$ cat src/rtl/pipe_ctrl_pkg.sv
// rtl/pipe_ctrl_pkg.sv - shared types and constants for the LEGv8 pipeline hazard controller
package pipe_ctrl_pkg;

    localparam int                REG_AW   = 5;
    localparam logic [REG_AW-1:0] ZERO_REG = 5'd31;

    typedef enum logic [1:0] {
        FWD_REG = 2'b00,
        FWD_WB  = 2'b01,
        FWD_MEM = 2'b10
    } fwd_sel_t;

    // Destination view of an in-flight instruction, kept for EX, MEM and WB.
    typedef struct packed {
        logic              v;
        logic [REG_AW-1:0] rd;
        logic              regwrite;
        logic              memread;
    } stage_t;

    // Source view of the instruction in EX, needed to pick forwarding paths.
    typedef struct packed {
        logic [REG_AW-1:0] rn;
        logic [REG_AW-1:0] rm;
        logic              use_rn;
        logic              use_rm;
    } ex_src_t;

endpackage

$ cat src/rtl/pipe_dep_check.sv
// rtl/pipe_dep_check.sv - RAW dependency compare of one source register against one shadow stage
module pipe_dep_check #(
    parameter int REG_AW   = 5,
    parameter int ZERO_REG = 31
) (
    input  logic [REG_AW-1:0] src,
    input  logic              use_src,
    input  logic              v,
    input  logic [REG_AW-1:0] rd,
    input  logic              regwrite,
    output logic              dep
);

    localparam logic [REG_AW-1:0] XZR = REG_AW'(ZERO_REG);

    // XZR reads as zero and discards writes, so it can never carry a dependency.
    assign dep = use_src & v & regwrite & (src == rd) & (src != XZR);

endmodule

$ cat src/rtl/pipe_hazard_ctrl.sv
// rtl/pipe_hazard_ctrl.sv - stall/bubble/flush/forwarding controller; PIPE_FWD_EN enables EX forwarding
module pipe_hazard_ctrl #(
    parameter int REG_AW   = 5,
    parameter int ZERO_REG = 31,
    parameter int CNT_W    = 32
) (
    input  logic              CLK,
    input  logic              resetl,
    input  logic              id_valid,
    input  logic [REG_AW-1:0] id_rn,
    input  logic [REG_AW-1:0] id_rm,
    input  logic              id_use_rn,
    input  logic              id_use_rm,
    input  logic [REG_AW-1:0] id_rd,
    input  logic              id_regwrite,
    input  logic              id_memread,
    input  logic              mem_br_taken,
    output logic              stall_if,
    output logic              bubble_ex,
    output logic              flush,
    output logic [1:0]        fwd_a,
    output logic [1:0]        fwd_b,
    output logic [CNT_W-1:0]  stall_cnt,
    output logic [CNT_W-1:0]  flush_cnt
);

    import pipe_ctrl_pkg::*;

    stage_t  ex_q, mem_q, wb_q;
    stage_t  ex_d, mem_d;
    ex_src_t ex_src_q, ex_src_d;

    logic dep_rn_ex, dep_rm_ex;
    logic hazard;
    logic stall;
    logic unused_state;

    pipe_dep_check #(.REG_AW(REG_AW), .ZERO_REG(ZERO_REG)) u_dep_rn_ex (
        .src(id_rn), .use_src(id_use_rn), .v(ex_q.v), .rd(ex_q.rd),
        .regwrite(ex_q.regwrite), .dep(dep_rn_ex)
    );
    pipe_dep_check #(.REG_AW(REG_AW), .ZERO_REG(ZERO_REG)) u_dep_rm_ex (
        .src(id_rm), .use_src(id_use_rm), .v(ex_q.v), .rd(ex_q.rd),
        .regwrite(ex_q.regwrite), .dep(dep_rm_ex)
    );

`ifdef PIPE_FWD_EN
    logic dep_a_mem, dep_b_mem, dep_a_wb, dep_b_wb;

    pipe_dep_check #(.REG_AW(REG_AW), .ZERO_REG(ZERO_REG)) u_dep_a_mem (
        .src(ex_src_q.rn), .use_src(ex_src_q.use_rn & ex_q.v), .v(mem_q.v), .rd(mem_q.rd),
        .regwrite(mem_q.regwrite), .dep(dep_a_mem)
    );
    pipe_dep_check #(.REG_AW(REG_AW), .ZERO_REG(ZERO_REG)) u_dep_b_mem (
        .src(ex_src_q.rm), .use_src(ex_src_q.use_rm & ex_q.v), .v(mem_q.v), .rd(mem_q.rd),
        .regwrite(mem_q.regwrite), .dep(dep_b_mem)
    );
    pipe_dep_check #(.REG_AW(REG_AW), .ZERO_REG(ZERO_REG)) u_dep_a_wb (
        .src(ex_src_q.rn), .use_src(ex_src_q.use_rn & ex_q.v), .v(wb_q.v), .rd(wb_q.rd),
        .regwrite(wb_q.regwrite), .dep(dep_a_wb)
    );
    pipe_dep_check #(.REG_AW(REG_AW), .ZERO_REG(ZERO_REG)) u_dep_b_wb (
        .src(ex_src_q.rm), .use_src(ex_src_q.use_rm & ex_q.v), .v(wb_q.v), .rd(wb_q.rd),
        .regwrite(wb_q.regwrite), .dep(dep_b_wb)
    );

    // Only a load still in EX has no result to forward yet.
    assign hazard = (dep_rn_ex | dep_rm_ex) & ex_q.memread;

    // The newest producer (MEM) takes priority over the older one (WB).
    always_comb begin
        fwd_a = FWD_REG;
        fwd_b = FWD_REG;
        if (dep_a_mem)     fwd_a = FWD_MEM;
        else if (dep_a_wb) fwd_a = FWD_WB;
        if (dep_b_mem)     fwd_b = FWD_MEM;
        else if (dep_b_wb) fwd_b = FWD_WB;
    end

    assign unused_state = ^{mem_q.memread, wb_q.memread};
`else
    logic dep_rn_mem, dep_rm_mem;

    pipe_dep_check #(.REG_AW(REG_AW), .ZERO_REG(ZERO_REG)) u_dep_rn_mem (
        .src(id_rn), .use_src(id_use_rn), .v(mem_q.v), .rd(mem_q.rd),
        .regwrite(mem_q.regwrite), .dep(dep_rn_mem)
    );
    pipe_dep_check #(.REG_AW(REG_AW), .ZERO_REG(ZERO_REG)) u_dep_rm_mem (
        .src(id_rm), .use_src(id_use_rm), .v(mem_q.v), .rd(mem_q.rd),
        .regwrite(mem_q.regwrite), .dep(dep_rm_mem)
    );

    // Without forwarding every producer in EX or MEM must reach the write-through register file.
    assign hazard = dep_rn_ex | dep_rm_ex | dep_rn_mem | dep_rm_mem;
    assign fwd_a  = FWD_REG;
    assign fwd_b  = FWD_REG;

    assign unused_state = ^{ex_q.memread, mem_q.memread, wb_q, ex_src_q};
`endif

    // A taken branch squashes the ID instruction anyway, so it overrides any stall.
    assign stall     = id_valid & ~mem_br_taken & hazard;
    assign stall_if  = stall;
    assign bubble_ex = stall;
    assign flush     = mem_br_taken;

    // Next shadow contents: EX takes ID unless bubbled or flushed; flush also kills what enters MEM.
    always_comb begin
        ex_d     = '{v: id_valid & ~stall & ~mem_br_taken, rd: id_rd,
                     regwrite: id_regwrite, memread: id_memread};
        ex_src_d = '{rn: id_rn, rm: id_rm, use_rn: id_use_rn, use_rm: id_use_rm};
        mem_d    = ex_q;
        mem_d.v  = ex_q.v & ~mem_br_taken;
    end

    // Shadow scoreboard advances on the pipeline's falling edge.
    always_ff @(negedge CLK) begin
        if (resetl) begin
            ex_q     <= '0;
            mem_q    <= '0;
            wb_q     <= '0;
            ex_src_q <= '0;
        end else begin
            ex_q     <= ex_d;
            ex_src_q <= ex_src_d;
            mem_q    <= mem_d;
            wb_q     <= mem_q;
        end
    end

    // Saturating event counters for stall and flush cycles.
    always_ff @(negedge CLK) begin
        if (resetl) begin
            stall_cnt <= '0;
            flush_cnt <= '0;
        end else begin
            if (stall && !(&stall_cnt)) stall_cnt <= stall_cnt + 1'b1;
            if (flush && !(&flush_cnt)) flush_cnt <= flush_cnt + 1'b1;
        end
    end

endmodule
$ cat config.mk
export PLATFORM = sky130hd
export DESIGN_NAME = pipe_hazard_ctrl
export DESIGN_NICKNAME = d
export VERILOG_FILES = /design/src/rtl/pipe_ctrl_pkg.sv /design/src/rtl/pipe_dep_check.sv /design/src/rtl/pipe_hazard_ctrl.sv
export SDC_FILE = /design/constraint.sdc
export NUM_CORES = 1
export LEC_CHECK = 0
export ABC_AREA = 1
export BUFFER_PORTS_ARGS = -buffer_cell sky130_fd_sc_hd__clkbuf_2
export CAP_MARGIN = 20
export CORE_MARGIN = 2
export CORE_UTILIZATION = 50
export DETAILED_ROUTE_END_ITERATION = 6
export PLACE_DENSITY = 0.73
export SETUP_SLACK_MARGIN = 0.1
export SLEW_MARGIN = 25
export SYNTH_ARGS = -nofsm -noshare
export SYNTH_HDL_FRONTEND = slang
export SYNTH_SLANG_ARGS = --single-unit
$ cat constraint.sdc
create_clock -name CLK -period 5.2 [get_ports CLK]
set_input_delay 0.78 -clock CLK [delete_from_list [all_inputs] [get_ports CLK]]
set_output_delay 0.78 -clock CLK [all_outputs]
set_load 0.01 [all_outputs]
**Yosys cells after proc, flatten, opt, wreduce, memory -nomap -nowiden**

Index checks and enable logic that the tools add are counted.

- Output and inout bits: 71
- Word-level logic and storage cells: 48
- Register bits: 78

- Bitwise gates (word level): 26
- Reduce and logical (&&, ||, !) cells: 6
- Add/subtract/negate cells: 2
- Equality and inequality tests: 6

Operators with widths:

| operator | number |
|---|---|
| 32-bit by 1-bit adder with 32-bit output, second input constant | 2 |
| 32-bit AND reduction | 2 |
| 1-bit bitwise AND | 21 |
| 5-bit equality test | 4 |
| 5-bit != test, second input constant | 2 |
| 1-bit bitwise OR | 3 |
| 1-bit logical AND | 2 |
| 1-bit zero test | 2 |
| 1-bit NOT | 2 |

**Longest topological paths before layout**

- Depth in word-level cells: 11
- Mapped depth: 12

**By module**

From an unflattened synthesis, not the netlist that was laid out.

- Cell total of the unflattened synthesis: 801
- Area total of the unflattened synthesis: 4733.3 um2

By module, submodules not included:

| module | instances | sequential area each (um2) | cells each | area an instance (um2) |
|---|---|---|---|---|
| pipe_hazard_ctrl | 1 | 1561.5 | 685 | 4252.8 |
| pipe_dep_check | 4 | 0.0 | 29 | 120.1 |

==> impl_metrics.yaml <==
routing:
  final_routed_wirelength_across_all_metal_layers_um: 13800
  route.vias.total: 5674
  drtAntennaViolNets: 0
  drt-initial-drc-count: 274
  wl_per_cell_um: 12.5
  drt_pre_antenna_iters: 5
  drt_drc: 0
  vias_per_cell: 5.12
setup_path:
  worst_path_fanout_max: 4
  worst_setup_slack_for_register_to_register_paths_ns: 2.22
  critical_path.reg2reg.startpoint: "stall_cnt[0]$_SDFFE_NP0P_"
  crit_end_category: "output pin"
  timing_worst_setup_path_type: "reg2out"
  timing.critical_path.from: "ex_q[2]$_SDFF_NP0_"
  r2r_cells: 10
  worst_setup_sp_type: "flop"
  worst_ep_required_time_ns: 4.42
  worst_r2r_endpoint: "stall_cnt[3]$_SDFFE_NP0P_"
  worst_endpoint_data_arrival_time_ns: 4.20
floorplan:
  initial_core_util_pct: 51.0
  row_count: 36
  top_level_ports: 94
  dieWidth_um: 103
  fp.dieH_um: 103
  dieArea_um2: 10700
  core_area_um2: 9680
global_routing:
  aggregate_global_route_resource_usage_pct: 26.2
  grt_start_max_net_pins: 34
  gr-total-overflow: 0
  grt_pass1_wl_um: 22200
  antenna_found_initial: 0
  grt_pass1_vias: 5144
place:
  placed_cells: 1011
  preCtsSetupSlack_ns: 0.386
  post_detail_place_hpwl_um: 10000
  routabilityCongestion: 0.951
  place.port_buffers: 88
hold_path:
  timing.hold.worst.class: "reg2reg"
  min-delay-start: "ex_q[1]$_SDFF_NP0_"
  worstHoldPathCells: 2
  hold_end: "mem_q[1]$_SDFF_NP0_"
sta:
  drv_slew: 0
  tightestPinTransition_ns: 0.823
  grt_setup_unrepaired: "yes"
  setup_viol: 0
  fin_skew_ns: 0.0221
  final-hold-violation-count: 0
  fin_setup_tns_ns: 0
  post-route-worst-setup-slack_ns: 0.219
  maxSlewHeadroom_pct: 45.0
finish:
  final_cell_mix: "sky130_fd_sc_hd__nand2_1, sky130_fd_sc_hd__inv_1, sky130_fd_sc_hd__nor2_1"
  area.growth.synth_to_final_pct: 21.0
  fill_count: 928
  final_common_cell: "sky130_fd_sc_hd__nand2_1"
  finish.utilization_pct: 61.8
  stdcell_count: 1108
  antenna_cells_inserted: 0
  final_nets: 995
  drive_gt1_share_pct: 16.5
synth:
  ys_seq_elements: 78
  ys_seq_area_share_pct: 31.6
  netlist_instances: 810
  area_contributors_post_synth: "sky130_fd_sc_hd__dfxtp_1, sky130_fd_sc_hd__nand2_1, sky130_fd_sc_hd__nor2_1, sky130_fd_sc_hd__a21oi_1, sky130_fd_sc_hd__inv_1"
  syn_avg_cell_area_um2: 6.10
  mappedNetlistArea_um2: 4940
  synth.largest_area_cell: "sky130_fd_sc_hd__dfxtp_1"
  yosysTopAreaCellShare_pct: 31.6
  ys_warn_count: 0
  synth.lib_cells_used.distinct: 31
clocking:
  cts_root_buf: "sky130_fd_sc_hd__clkbuf_8"
  cts-buffers-inserted: 9
  cts_tree: "yes"
  clkTransAtPathRegs_ns: 0.04
  ctsLongestPathBuffers: 2
  ctsHoldBuffers: 0
  h-tree-depth: 3
  clk-insertion-delay-late_ns: 0.41
  clkSinkCount: 78
pwr:
  vdd.ir_drop.worst_uv: 144
  cellPowerDensity_nw_per_um2: 224
  total_leakage_power_nw: 2.78
flow_run:
  cap_violations: 0
outcome:
  outcome: "completed"
per-layer routing:
layer	share of wire (%)	wire [um]	GRT usage [%]
met1	42	5880	29.5
met2	48	6690	44.2
met3	6.1	847	7.46
met4	3.0	411	15.0
met5	0	0	0
logic make-up (layout without fill, tap and decap cells):
group,after synthesis,in the layout,share of synthesized area [%]
AOI/OAI and AO/OA,67,67,6.93
xor gates and xnor gates,31,31,5.49
adders and majority gates,2,2,0.506
buffers and inverters,104,266,9.54
DFF,78,78,31.6
other,1,4,0.0759
and+or+nand+nor,527,527,45.9
layout make-up:
| type | count | area [um2] | share of cell area (%) |
|---|---|---|---|
| multi-input cells | 631 | 2980 | 49.7 |
| clock buffers | 9 | 124 | 2.07 |
| clock inverters | 85 | 339 | 5.67 |
| inverters | 72 | 270 | 4.52 |
| well taps | 133 | 166 | 2.78 |
| repair buffers | 100 | 534 | 8.93 |
| flip-flops and latches | 78 | 1570 | 26.3 |
critical path, cell delays in order, from the launching register on:
cell and delay, ns:
sky130_fd_sc_hd__dfxtp_2 0.33, sky130_fd_sc_hd__xor2_1 0.17, sky130_fd_sc_hd__nor2_2 0.13, sky130_fd_sc_hd__nand3_1 0.07, sky130_fd_sc_hd__nand2_1 0.07, sky130_fd_sc_hd__nand2_1 0.05, sky130_fd_sc_hd__nand2_2 0.07, sky130_fd_sc_hd__buf_6 0.11
sky130_fd_sc_hd__nand2_2 0.04, sky130_fd_sc_hd__inv_2 0.05, sky130_fd_sc_hd__buf_2 0.11
synth_stat cells, drive strengths merged:
cell,n
a21oi,56
and3,3
buf,18
clkbuf,13
conb,1
dfxtp,78
ha,2
inv,73
nand2,297
nand2b,1
nand3,30
nand3b,13
nand4,35
nor2,121
nor3,22
nor3b,4
nor4,1
o21ai,8
o21bai,3
xnor2,7
xor2,24
how the worst max path moves through the flow:
stage / end / slack (ns) / depth (start not counted)
final: stall_if / 0.22 / 10
after floorplan: stall_if / 0.46 / 12
after CTS: stall_if / 0.11 / 12
after global routing: bubble_ex / 0.07 / 12
after detailed placement: stall_cnt[27]$_SDFFE_NP0P_ / 0.39 / 12
after global placement: stall_cnt[29]$_SDFFE_NP0P_ / 0.43 / 12
per-stage QoR:
stage	total power, mW	area (um2)	hold slack (ns)
final	1.34	5980	0.435
after global routing	1.45	5980	0.456
after CTS	1.38	5900	0.437
after detailed placement	0.783	5430	0.430
after global placement	0.781	5430	0.431
after floorplan	0.762	4950	0.417
flip-flops by register name, summed over array words and instances, names as in the netlist:
name       count
flush_cnt     32
ex_q           7
stall_cnt     32
mem_q          7
what timing repair did:
item / 4_1_cts / 5_1_grt
setup buffers: 1 / 3
gates resized for setup: 3 / 32
setup endpoints to repair: 2 / 2
pin swaps: 1 / 11
report_power, final:
group | switching (mW) | internal, mW | leakage, nW | total, mW
sequential | 0.00544 | 0.609 | 0.634 | 0.615
clock | 0.400 | 0.254 | 0.514 | 0.654
combinational | 0.0509 | 0.0231 | 1.63 | 0.0740
total | 0.456 | 0.886 | 2.78 | 1.34
Note: power is estimated with default switching activity, not from simulation.
